`src/rtl/calc_share_sequencer.sv`:
```
// calc_share_sequencer
//   Shares one calculadora_sincrona between two requesters (A, B). A requester
//   is granted a whole burst. When both request at once, a round-robin pointer
//   picks the owner. Each accepted command is driven to the calculator for one
//   cycle. The sequencer then waits CALC_LAT cycles, captures calc_saida into
//   result and pulses the owner's done for one cycle.
// Ports
//   clk, reset             rising-edge clock, synchronous active-high reset
//   a_valid/a_ready        requester A command handshake
//   a_codigo/a_entrada     requester A operation code / operand
//   a_last                 final command of A's burst
//   a_done                 one-cycle pulse, result valid for A
//   b_*                    same set for requester B
//   result                 last captured calc_saida
//   timeout_err            one-cycle pulse when an idle owner loses the grant
//   calc_reset             calculator reset (reset input or grant-time clear)
//   calc_codigo            calculator operation code (registered)
//   calc_entrada           calculator operand (registered)
//   calc_saida             calculator output
module calc_share_sequencer #(
   parameter int unsigned CALC_LAT       = 1,
   parameter logic [2:0]  NOP_CODE       = 3'b000,
   parameter bit          CLEAR_ON_GRANT = 1'b1,
   parameter int unsigned IDLE_TIMEOUT   = 15
) (
   input  logic       clk,
   input  logic       reset,
   input  logic       a_valid,
   output logic       a_ready,
   input  logic [2:0] a_codigo,
   input  logic [7:0] a_entrada,
   input  logic       a_last,
   output logic       a_done,
   input  logic       b_valid,
   output logic       b_ready,
   input  logic [2:0] b_codigo,
   input  logic [7:0] b_entrada,
   input  logic       b_last,
   output logic       b_done,
   output logic [7:0] result,
   output logic       timeout_err,
   output logic       calc_reset,
   output logic [2:0] calc_codigo,
   output logic [7:0] calc_entrada,
   input  logic [7:0] calc_saida
);

   localparam int unsigned LAT_W  = 3;
   localparam int unsigned IDLE_W = 8;

   localparam logic [2:0] S_IDLE   = 3'd0;
   localparam logic [2:0] S_CLR    = 3'd1;
   localparam logic [2:0] S_ACCEPT = 3'd2;
   localparam logic [2:0] S_WAIT   = 3'd3;
   localparam logic [2:0] S_RESP   = 3'd4;

   logic [2:0]        state_q, state_d;
   logic              owner_q, owner_d;       // 0: A, 1: B
   logic              rr_q, rr_d;             // 0: A favoured on contention
   logic              last_q, last_d;
   logic [LAT_W-1:0]  lat_cnt_q, lat_cnt_d;
   logic [IDLE_W-1:0] idle_cnt_q, idle_cnt_d;
   logic              a_ready_q, a_ready_d;
   logic              b_ready_q, b_ready_d;
   logic              a_done_q, a_done_d;
   logic              b_done_q, b_done_d;
   logic [7:0]        result_q, result_d;
   logic              timeout_q, timeout_d;
   logic [2:0]        calc_codigo_q, calc_codigo_d;
   logic [7:0]        calc_entrada_q, calc_entrada_d;

   // Owner-side view of the request inputs
   logic       own_valid;
   logic [2:0] own_codigo;
   logic [7:0] own_entrada;
   logic       own_last;

   assign own_valid   = owner_q ? b_valid   : a_valid;
   assign own_codigo  = owner_q ? b_codigo  : a_codigo;
   assign own_entrada = owner_q ? b_entrada : a_entrada;
   assign own_last    = owner_q ? b_last    : a_last;

   // State and output registers
   always_ff @(posedge clk) begin
      if (reset) begin
         state_q        <= S_IDLE;
         owner_q        <= 1'b0;
         rr_q           <= 1'b0;
         last_q         <= 1'b0;
         lat_cnt_q      <= '0;
         idle_cnt_q     <= '0;
         a_ready_q      <= 1'b0;
         b_ready_q      <= 1'b0;
         a_done_q       <= 1'b0;
         b_done_q       <= 1'b0;
         result_q       <= '0;
         timeout_q      <= 1'b0;
         calc_codigo_q  <= NOP_CODE;
         calc_entrada_q <= '0;
      end else begin
         state_q        <= state_d;
         owner_q        <= owner_d;
         rr_q           <= rr_d;
         last_q         <= last_d;
         lat_cnt_q      <= lat_cnt_d;
         idle_cnt_q     <= idle_cnt_d;
         a_ready_q      <= a_ready_d;
         b_ready_q      <= b_ready_d;
         a_done_q       <= a_done_d;
         b_done_q       <= b_done_d;
         result_q       <= result_d;
         timeout_q      <= timeout_d;
         calc_codigo_q  <= calc_codigo_d;
         calc_entrada_q <= calc_entrada_d;
      end
   end

   // Next-state and next-output logic
   always_comb begin
      state_d        = state_q;
      owner_d        = owner_q;
      rr_d           = rr_q;
      last_d         = last_q;
      lat_cnt_d      = lat_cnt_q;
      idle_cnt_d     = idle_cnt_q;
      a_done_d       = 1'b0;
      b_done_d       = 1'b0;
      result_d       = result_q;
      timeout_d      = 1'b0;
      calc_codigo_d  = NOP_CODE;
      calc_entrada_d = calc_entrada_q;

      case (state_q)
         S_IDLE: begin
            if (a_valid || b_valid) begin
               owner_d    = (a_valid && b_valid) ? rr_q : b_valid;
               idle_cnt_d = '0;
               state_d    = CLEAR_ON_GRANT ? S_CLR : S_ACCEPT;
            end
         end
         S_CLR: begin
            idle_cnt_d = '0;
            state_d    = S_ACCEPT;
         end
         S_ACCEPT: begin
            if (own_valid) begin
               // Command goes to the calculator for exactly the next cycle
               calc_codigo_d  = own_codigo;
               calc_entrada_d = own_entrada;
               last_d         = own_last;
               lat_cnt_d      = LAT_W'(CALC_LAT);
               idle_cnt_d     = '0;
               state_d        = S_WAIT;
            end else if (idle_cnt_q == IDLE_W'(IDLE_TIMEOUT - 1)) begin
               timeout_d  = 1'b1;
               rr_d       = ~rr_q;
               idle_cnt_d = '0;
               state_d    = S_IDLE;
            end else begin
               idle_cnt_d = idle_cnt_q + IDLE_W'(1);
            end
         end
         S_WAIT: begin
            if (lat_cnt_q == '0) begin
               result_d = calc_saida;
               a_done_d = ~owner_q;
               b_done_d = owner_q;
               state_d  = S_RESP;
            end else begin
               lat_cnt_d = lat_cnt_q - LAT_W'(1);
            end
         end
         S_RESP: begin
            if (last_q) begin
               rr_d    = ~rr_q;
               state_d = S_IDLE;
            end else begin
               idle_cnt_d = '0;
               state_d    = S_ACCEPT;
            end
         end
         default: state_d = S_IDLE;
      endcase

      // Only the owner sees ready, and only while accepting
      a_ready_d = (state_d == S_ACCEPT) && !owner_d;
      b_ready_d = (state_d == S_ACCEPT) && owner_d;
   end

   assign a_ready      = a_ready_q;
   assign b_ready      = b_ready_q;
   assign a_done       = a_done_q;
   assign b_done       = b_done_q;
   assign result       = result_q;
   assign timeout_err  = timeout_q;
   assign calc_codigo  = calc_codigo_q;
   assign calc_entrada = calc_entrada_q;
   // Calculator is held in reset with the sequencer and cleared on each grant
   assign calc_reset   = reset | (state_q == S_CLR);

endmodule

```
`config.mk`:
```
export PLATFORM = sky130hd
export DESIGN_NAME = calc_share_sequencer
export DESIGN_NICKNAME = d
export VERILOG_FILES = /design/src/rtl/calc_share_sequencer.sv
export SDC_FILE = /design/constraint.sdc
export NUM_CORES = 1
export LEC_CHECK = 0
export BUFFER_PORTS_ARGS = -buffer_cell sky130_fd_sc_hd__buf_2
export CAP_MARGIN = 20
export CORE_AREA = 10 10 86 88
export DETAILED_ROUTE_END_ITERATION = 16
export DIE_AREA = 0 0 96 98
export HOLD_SLACK_MARGIN = 0.08
export SLEW_MARGIN = 20
export SYNTH_ARGS = -nofsm -noshare
export SYNTH_HDL_FRONTEND = slang
export SYNTH_SLANG_ARGS = --single-unit
```
`constraint.sdc`:
```
create_clock -name clk -period 1.7 [get_ports clk]
set_input_delay 0.17 -clock clk [delete_from_list [all_inputs] [get_ports clk]]
set_output_delay 0.17 -clock clk [all_outputs]
set_load 0.03 [all_outputs]
```
==> run metrics <==
Internal Dissipation=roughly 2.1 mW; max incr delay on CP=510 ps; Total Routed Length=4.75 mm; TritonCTS clock tree=yes; transition time at the pin with the least slew margin=291 ps; final core utilization=46.0%; Worst Path Max Fanout=7; classification of the worst-slack hold path=input port to flop; Synth area leader=sky130_fd_sc_hd__dfxtp_1; total power divided by cell area=1200 nW/um2; antenna diode count=0; Pre-antenna DRT Iters=4; share of final-layout standard cells stronger than drive strength 1=40.1%; Worst-Skew Late Latency=290 ps; Synth top area share=41.8%; top_reg_cell synth=sky130_fd_sc_hd__dfxtp_1; dpl cell area=2480 um2; sequential share of power=35.6%; combinational share of power=35.1%; Cells after DPL=347; Mapped Nets=~240; IO buf count=60; minimum clock period after layout=1650 ps; most used standard cells in the synthesized netlist=sky130_fd_sc_hd__dfxtp_1, sky130_fd_sc_hd__nor2_1, sky130_fd_sc_hd__mux2i_1, sky130_fd_sc_hd__a211oi_1; clock edge transition at the registers on the reported setup and hold paths=80 ps; first-pass GRT wire length=between 7 and 8 mm; largest cells by area after synthesis=sky130_fd_sc_hd__dfxtp_1, sky130_fd_sc_hd__mux2i_1, sky130_fd_sc_hd__a211oi_2; outcome=finished, final reports clean; average detailed-routed wire length per instance=13.3 um; IR Drop Worst-Case VDD=approximately 0.0006 V; number of max-capacitance violations reported=0; Initial Util=34.1%; vias in the first global route=1680; buffers and inverters on the worst path=1; final hold violation count=0; number of antenna-violating nets in the routed design=0; routed vias/inst=4.82; cells along the critical path=nor3b_4 > a221oi_4 > buf_4 > or4_1 > a211oi_2; Slowest cell on crit path=sky130_fd_sc_hd__or4_1; number of flops mapped to enable cells by yosys=0; flops & latches, synth=41; total leakage power=1.07 nW; overall die width=96 um; clock network fraction of total power=29.3%; synthesis warning total=0; floorplan core area=5750 um2; number of buffers added to fix hold violations after cts=0; share of synthesized flip-flops with an asynchronous set or reset=0%; number of buffers created by CTS=5; vias after detailed routing=about 1700; Post-Synthesis Cells=204; relative max-transition margin=80.3%; type of element launching the critical path=flop; RSZ-0062 raised after global routing=true; post-route fraction of the period consumed by the critical path=97.0%; DR iter-0 viols=just under 90; maximum count of clock buffers along a single path=2; Row Count=28; total global routing overflow=0; area of the multi-input gates=1070 um2; DRC Markers=0; netlist area before placement=1960 um2; cell type group with the largest total delay on the critical path=simple AND/OR/NAND/NOR gates; Worst Path Arrival=1870 ps; Area growth, synth to finish=34.8%; Detail Placement HPWL=3.71 mm; # clock sinks=around 40; Data required, critical path=1920 ps; Die Span Y=98 um; clock tree root driver cell=sky130_fd_sc_hd__clkbuf_8; WS Path Type=flop to flop; H-tree depth reported by CTS=2; fill cell total of the finished layout=579; count of placed standard cells in the final layout, fillers left out=approximately 360; number of max-slew violations in the final report=0; net switching share of the total power=around 32%; Routability Congestion=about 0.80; pin count of the biggest net entering global routing=21; # setup viols final=0; total die area=approximately 9400 um2; GRT Resource Usage Total=10.0%; fin area=around 2600 um2; mean post-synth cell area=9.62 um2; fraction of the yosys area taken by sequential cells=41.8%; worst setup skew after layout=~7.9 ps; switching power total=1.01 mW; layout net count=about 320; Distinct cells, synth=47; I/O pin total=61; area taken by flip-flops and latches=about 830 um2; top achievable clock speed=606 MHz; initial antenna violation count=0; most common cell in the netlist=sky130_fd_sc_hd__dfxtp_1; kind of capture point of the worst setup path=flop
-- through the flow --
step / power [mW] / hold WS, ps / setup slack [ps] / setup TNS (ps)
finish: 3.16 / 103 / 50.4 / 0
global route: 3.33 / 104 / -9.99 / -14.3
CTS: 3.18 / 94.6 / 4.39 / 0
detailed placement: 2.23 / 414 / -8.70 / -8.70
global placement: 2.22 / 403 / 28.9 / 0
floorplan: 1.85 / 317 / 86.0 / 0
-- repair_timing --
item,CTS,global route
gates resized for setup,1,6
setup buffers,1,1
endpoints found under the setup margin,1,9
pin swaps,0,1
-- worst register-to-register path: cells and delay by family (launching register included) --
family	cells	cell delay [ps]
and+or+nand+nor	2	760
DFF	1	380
AOI/OAI and AO/OA	2	270
buffers and inverters	1	170
-- power by group through the flow --
stage	Sequential [mW]	Clock (mW)	Combinational, mW
CTS	1.12	0.955	1.10
global placement	1.13	0	1.08
floorplan	1.23	0	0.615
detailed placement	1.14	0	1.09
global route	1.14	0.984	1.21
finish	1.12	0.925	1.11
-- layout by cell type, fill, tap and decap left out, types with 6 or more instances in the layout --
cell / netlist / final
sky130_fd_sc_hd__a211oi_2: 7 / 8
sky130_fd_sc_hd__nand2_1: 8 / 8
sky130_fd_sc_hd__inv_1: 6 / 6
sky130_fd_sc_hd__nor2b_1: 6 / 6
sky130_fd_sc_hd__mux2i_1: 20 / 20
sky130_fd_sc_hd__nor3_1: 8 / 7
sky130_fd_sc_hd__buf_4: 0 / 21
sky130_fd_sc_hd__a211oi_1: 10 / 9
sky130_fd_sc_hd__buf_2: 6 / 60
sky130_fd_sc_hd__dfxtp_1: 41 / 38
sky130_fd_sc_hd__nor2_1: 21 / 20
-- layer usage --
| metal | share of wire [%] | track usage, % |
|---|---|---|
| met1 | 47 | 12.5 |
| met4 | 0.57 | 3.41 |
| met3 | 5.3 | 3.52 |
| met2 | 47 | 15.4 |
| met5 | 0 | 0 |
-- state kept, by name, summed over array words and instances, names as in the netlist, 3 cells and up --
register,cells
calc_entrada,8
idle_cnt_q,8
result,8
calc_codigo,3
lat_cnt_q,3
state_q,3
-- cell type report --
class / instances / share of cell area (%)
clock inverter: 3 / 2.46
sequential: 41 / 31.3
tap: 75 / 3.55
clock buffer: 5 / 2.60
timing repair buffer: 83 / 18.8
multi-input combinational: 144 / 40.4
inverter: 6 / 0.852
-- logic make-up (layout without fill, tap and decap cells) --
family	count (synthesis)	after routing	synth area share [%]
and+or+nand+nor	74	74	20.8
AOI/OAI and AO/OA	41	41	17.6
DFF	41	41	41.8
muxes	22	22	11.5
buffers and inverters	19	97	4.40
adders and majority gates	4	4	2.55
xor gates and xnor gates	3	3	1.34
-- worst paths after layout --
check / start / to / slack [ps] / depth (start not counted)
worst max-delay path: state_q[1]$_SDFF_PP0_ / idle_cnt_q[5]$_SDFFE_PP0P_ / 50 / 5
worst min-delay path: calc_saida[0] / result[0]$_SDFFE_PP0P_ / 100 / 3
worst max register to register: state_q[1]$_SDFF_PP0_ / idle_cnt_q[5]$_SDFFE_PP0P_ / 50 / 5
worst min register to register: lat_cnt_q[1]$_SDFFE_PP0P_ / lat_cnt_q[1]$_SDFFE_PP0P_ / 470 / 2
(Power assumes the default switching activity.)
